<file path="src/rtl/tile_reader_if.sv">
// Avalon-MM pipelined read bus between the tile reader and SDRAM.
// The master drives address/read; the slave drives stall and responses.
interface tile_reader_if;
    logic [31:0] master_address;
    logic        master_read;
    logic        master_wait_request;
    logic [31:0] master_read_data;
    logic        master_read_data_valid;

    modport master (
        output master_address,
        output master_read,
        input  master_wait_request,
        input  master_read_data,
        input  master_read_data_valid
    );

    modport slave (
        input  master_address,
        input  master_read,
        output master_wait_request,
        output master_read_data,
        output master_read_data_valid
    );
endinterface

</file>
<file path="src/rtl/tile_reader.sv">
// Fetches one tile (WORDS_PER_ROW x ROWS bus words) from SDRAM into tile RAM
// through a pipelined read master with a bounded number of outstanding reads.
module tile_reader #(
    parameter int WORDS_PER_ROW = 16,
    parameter int ROWS          = 32,
    parameter int MAX_PENDING   = 8,
    localparam int AW = $clog2(WORDS_PER_ROW * ROWS)
) (
    input  logic          clk,
    input  logic          rst,
    input  logic          start,
    input  logic [31:0]   addr_in,
    input  logic [15:0]   stride_in,
    output logic          busy,
    output logic          done,
    output logic [AW-1:0] ram_addr_out,
    output logic [31:0]   ram_data,
    output logic          ram_wren,
    tile_reader_if.master bus
);
    localparam int WB = $clog2(WORDS_PER_ROW);
    localparam int RB = $clog2(ROWS);

    typedef enum logic [1:0] {
        IDLE,
        ISSUE,
        DRAIN
    } state_t;

    state_t        state;
    state_t        state_next;
    logic [31:0]   row_base;
    logic [15:0]   stride;
    logic [WB-1:0] word_idx;
    logic [RB-1:0] row_idx;
    logic [3:0]    pending;
    logic [AW-1:0] wr_ptr;

    logic accept;
    logic resp;
    logic last_issue;
    logic last_resp;

    // Reads only go out while the outstanding window has room; address and
    // request depend on registers alone so they hold steady under a stall.
    assign bus.master_read    = (state == ISSUE) && (pending < 4'(MAX_PENDING));
    assign bus.master_address = row_base + {{(30 - WB){1'b0}}, word_idx, 2'b00};

    assign busy       = (state != IDLE);
    assign accept     = bus.master_read && !bus.master_wait_request;
    assign resp       = bus.master_read_data_valid && (state != IDLE);
    assign last_issue = accept && (&word_idx) && (&row_idx);
    assign last_resp  = resp && (&wr_ptr);

    // State register.
    always_ff @(posedge clk) begin
        if (rst) begin
            state <= IDLE;
        end else begin
            state <= state_next;
        end
    end

    // Next-state: issue all reads, then wait for the final write.
    always_comb begin
        state_next = state;
        unique case (state)
            IDLE:    if (start)      state_next = ISSUE;
            ISSUE:   if (last_issue) state_next = DRAIN;
            DRAIN:   if (done)       state_next = IDLE;
            default:                 state_next = IDLE;
        endcase
    end

    // Address walk, outstanding-read count and registered RAM write port.
    always_ff @(posedge clk) begin
        if (rst) begin
            row_base     <= '0;
            stride       <= '0;
            word_idx     <= '0;
            row_idx      <= '0;
            pending      <= '0;
            wr_ptr       <= '0;
            ram_wren     <= 1'b0;
            ram_addr_out <= '0;
            ram_data     <= '0;
            done         <= 1'b0;
        end else begin
            ram_wren <= resp;
            done     <= last_resp;
            if (resp) begin
                ram_data     <= bus.master_read_data;
                ram_addr_out <= wr_ptr;
                wr_ptr       <= wr_ptr + AW'(1);
            end
            if (state == IDLE && start) begin
                row_base <= addr_in;
                stride   <= stride_in;
                word_idx <= '0;
                row_idx  <= '0;
                pending  <= '0;
                wr_ptr   <= '0;
            end else begin
                if (accept) begin
                    word_idx <= word_idx + WB'(1);
                    if (&word_idx) begin
                        row_base <= row_base + {16'b0, stride};
                        row_idx  <= row_idx + RB'(1);
                    end
                end
                if (accept && !resp) begin
                    pending <= pending + 4'd1;
                end else if (!accept && resp && pending != 4'd0) begin
                    pending <= pending - 4'd1;
                end
            end
        end
    end
endmodule

</file>
<file path="src/flat_wrapper.sv">
// flat-port wrapper written by rule: the top's interface ports become plain ports
module tile_reader_flat 
#(
    parameter int WORDS_PER_ROW = 16,
    parameter int ROWS          = 32,
    parameter int MAX_PENDING   = 8,
    localparam int AW = $clog2(WORDS_PER_ROW * ROWS)
)
  (clk, rst, start, addr_in, stride_in, busy, done, ram_addr_out, ram_data, ram_wren, bus_master_address, bus_master_read, bus_master_wait_request, bus_master_read_data, bus_master_read_data_valid);
  tile_reader_if bus_i ();
  input  logic clk;
  input  logic rst;
  input  logic start;
  input  logic [31:0] addr_in;
  input  logic [15:0] stride_in;
  output logic busy;
  output logic done;
  output logic [AW-1:0] ram_addr_out;
  output logic [31:0] ram_data;
  output logic ram_wren;
  output wire logic [$bits(bus_i.master_address)-1:0] bus_master_address;
  output wire logic [$bits(bus_i.master_read)-1:0] bus_master_read;
  input wire logic [$bits(bus_i.master_wait_request)-1:0] bus_master_wait_request;
  input wire logic [$bits(bus_i.master_read_data)-1:0] bus_master_read_data;
  input wire logic [$bits(bus_i.master_read_data_valid)-1:0] bus_master_read_data_valid;
  assign bus_master_address = bus_i.master_address;
  assign bus_master_read = bus_i.master_read;
  assign bus_i.master_wait_request = bus_master_wait_request;
  assign bus_i.master_read_data = bus_master_read_data;
  assign bus_i.master_read_data_valid = bus_master_read_data_valid;
  tile_reader #(.WORDS_PER_ROW(WORDS_PER_ROW), .ROWS(ROWS), .MAX_PENDING(MAX_PENDING)) u_core (.clk(clk), .rst(rst), .start(start), .addr_in(addr_in), .stride_in(stride_in), .busy(busy), .done(done), .ram_addr_out(ram_addr_out), .ram_data(ram_data), .ram_wren(ram_wren), .bus(bus_i));
endmodule
</file>
<file path="config.mk">
export PLATFORM = sky130hd
export DESIGN_NAME = tile_reader_flat
export DESIGN_NICKNAME = d
export VERILOG_FILES = /design/src/rtl/tile_reader_if.sv /design/src/rtl/tile_reader.sv /design/src/flat_wrapper.sv
export SDC_FILE = /design/constraint.sdc
export NUM_CORES = 1
export LEC_CHECK = 0
export CAP_MARGIN = 10
export CORE_MARGIN = 2
export CORE_UTILIZATION = 44
export DETAILED_ROUTE_END_ITERATION = 10
export PLACE_DENSITY_LB_ADDON = 0.12
export SETUP_SLACK_MARGIN = 0.4
export SYNTH_ARGS = -nofsm -noshare
export SYNTH_HDL_FRONTEND = slang
export SYNTH_SLANG_ARGS = --single-unit
</file>
<file path="constraint.sdc">
create_clock -name clk -period 3.3 [get_ports clk]
set_clock_uncertainty 0.15 [all_clocks]
set_input_delay 0.99 -clock clk [delete_from_list [all_inputs] [get_ports clk]]
set_output_delay 0.99 -clock clk [all_outputs]
set_load 0.005 [all_outputs]
</file>
==> summary.txt <==
Worst setup path startpoint: u_core.word_idx[1]$_SDFFE_PP0P_
Failing checks: negative setup slack
CTS tree: yes
Initial antenna violation count: 0
Final min period: 3.44 ns
Status: complete, but fails checks
Syn Area/Cell: 7.87 um^2
Post-Route Utilization: 68.1%
Worst path arrival time: 2.30 ns
Max Root-Sink Buffers: 2
# rows: 43
Worst endpoint required time: 2.16 ns
CTS buffer count: 17
# hold bufs at CTS: 0
Min-Delay Endpoint: u_core.ram_addr_out[6]$_SDFFE_PP0P_
Clk sink count: 115
Number of remaining DRC errors: 0
RR Startpoint: u_core.row_base[11]$_SDFFE_PP0P_
Root Buffer Master: clkbuf_16
Die Wd: 122 um
PD cells: 429 mW/mm^2
RSZ-0062 raised after global routing: yes
Pins Over Slew Limit: 0
Router iterations before antenna repair: 5
Yosys top cell by area: dfxtp_1
Largest net degree at the start of global routing: 64
ANT nets after route: 0
GRT Util Overall: 25.3%
Ys flop type: dfxtp_1
Seq cells post-synth: 115
Number of global-route vias before repair: 6217
Post-synthesis sequential area ratio: 37.7%
Worst-margin pin slew: 0.528 ns
Via count: 6276
Post-synthesis cell type count: 53
Maximum Capacitance Violations: 0
Core area: 0.0137 mm^2
I/O Buffers: 161
# IOs: 162
Hold_sp: u_core.ram_addr_out[6]$_SDFFE_PP0P_
Crit path kind: flop to output pin
EDFF count, synth: 0
Final antenna diode count: 0
# nets final: 1105
Final Hold Vio Count: 0
Fillcell total: 1123
Syn_nets: 891
Synth area leaders: dfxtp_1, nand2_1, a21oi_1
Initial core utilization: 44.5%
Startpoint Class: flop
FMAX: 291 MHz
Skew-Pair Late Insertion Delay: 0.42 ns
Post-synth top area share: 37.7%
Via density: 5.31
First-pass GRT wire length: 29700 um
Reg2Reg Depth: 9
Routability cong.: 0.976
GR Overflow Total: 0
Worst R2R Setup Slack: 0.48 ns
Syn Std Cell Area: 0.00610 mm^2
WL final: 18800 um
Die Y: 122 um
Area grow syn2layout: 53.0%
Die ar.: 0.0148 mm^2
Worst r2r dst: u_core.row_base[24]$_SDFFE_PP0P_
Reg clk slew, reported paths: 0.06 ns
Post-synth ARST share: 0%
Relative slew slack: 64.7%
Syn Inst Count: 776
Final Cycle Share: 104%
Setup crit end kind: output pin
Worst hold path type: flop to flop
Ys Warns: 0
Worst vdd ir: 0.000262 V
WHS Path Cells: 2
Layout cells sized above 1: 20.9%
# setup viols final: 21
Post-place setup slack: -0.388 ns
Hold WS: 0.301 ns
Htree depth: 4
CP max FO: 5
Iter 0 DRT Violations: 446
DR WL/cell: 15.9 um
LEAKAGE: 3.85 nW
Worst setup margin: -0.141 ns
Pwr Total: 4.00 mW
HPWL after DPL: 13100 um
[final cells by class]
class	instances	area (um^2)	area share (%)
inverter	4	15.0	0.161
clock inverter	13	148	1.58
clock buffer	19	453	4.85
timing repair buffer	244	2180	23.3
multi-input combinational	608	4010	43.0
tap	180	225	2.41
sequential	115	2310	24.7
[cell usage after synthesis (all sizes together), types with 11 or more instances]
library cell  count
nand2           172
dfxtp           115
a21oi            89
nor2             74
clkbuf           44
xor2             34
xnor2            32
ha               27
o21ai            21
a211oi           16
nand3            14
nand4            13
and3             12
nor3             11
[cell usage in the layout (no fill, tap or decap), drive strengths merged, types with 11 or more instances in the layout]
cell type / count
and3: 12
ha: 27
nand3: 14
clkdlybuf4s50: 130
o21ai: 21
dfxtp: 115
xor2: 34
nand4: 13
a211oi: 16
nor3: 11
nor2: 74
a21oi: 89
nand2: 172
buf: 113
xnor2: 32
clkbuf: 19
[per-layer routing]
layer | routed length (um) | global-route usage, %
met1 | 8070 | 31.3
met2 | 9280 | 43.1
met3 | 1220 | 6.32
met4 | 206 | 8.19
met5 | 0 | 0
[worst max-delay path, cell delays in order (launching register included)]
cell,delay [ns]
dfxtp_2,0.34
ha_4,0.27
a21o_1,0.14
a21oi_2,0.08
o21bai_2,0.16
nand4_1,0.12
buf_6,0.16
nor2_4,0.13
buf_6,0.11
buf_6,0.08
xor2_1,0.13
buf_2,0.13
[timing repair]
item,4_1_cts,5_1_grt
gates resized for setup,173,31
pin swaps,38,33
buffers inserted,16,7
cloned,0,0
endpoints found under the setup margin,46,44
[flip-flops by register name, summed over array words and instances (netlist names), 2 cells and up]
signal	cells
u_core.ram_data	32
u_core.row_base	32
u_core.stride	16
u_core.ram_addr_out	9
u_core.wr_ptr	9
u_core.row_idx	5
u_core.pending	4
u_core.word_idx	4
u_core.state	2
[worst max path at each step]
stage,end,slack [ns],cells after the start
after floorplan,u_core.row_base[31]$_SDFFE_PP0P_,0.06,7
after global placement,u_core.row_base[24]$_SDFFE_PP0P_,-0.31,9
after detailed placement,u_core.row_base[28]$_SDFFE_PP0P_,-0.39,9
after CTS,bus_master_address[28],-0.17,11
after global routing,bus_master_address[19],-0.30,11
final,bus_master_address[19],-0.14,11
[per-stage QoR]
step | cells | setup TNS (ns) | instance area (um^2)
2_1_floorplan | 776 | 0 | 6140
3_3_place_gp | 1128 | -4.08 | 8270
3_5_place_dp | 1128 | -6.00 | 8270
4_1_cts | 1176 | -1.29 | 9120
5_1_grt | 1183 | -4.76 | 9340
6_report | 1183 | -1.82 | 9340
[cells by family (layout without fill, tap and decap cells)]
kind of cell	after synthesis	after routing	share of synthesized area [%]
XOR/XNOR	66	66	9.47
AO/OA/AOI/OAI	172	172	17.5
buffers and inverters	53	280	3.38
AND/OR/NAND/NOR	336	336	24.7
flip-flops	115	115	37.7
adder cells (fa/ha/maj)	30	30	6.52
multiplexers	4	4	0.656
[power by group]
group | total, mW | internal (mW) | switching (mW)
clock | 1.87 | 1.16 | 0.707
combinational | 0.625 | 0.325 | 0.300
sequential | 1.51 | 1.45 | 0.0563
No activity file was read; power rests on OpenSTA's default activity.
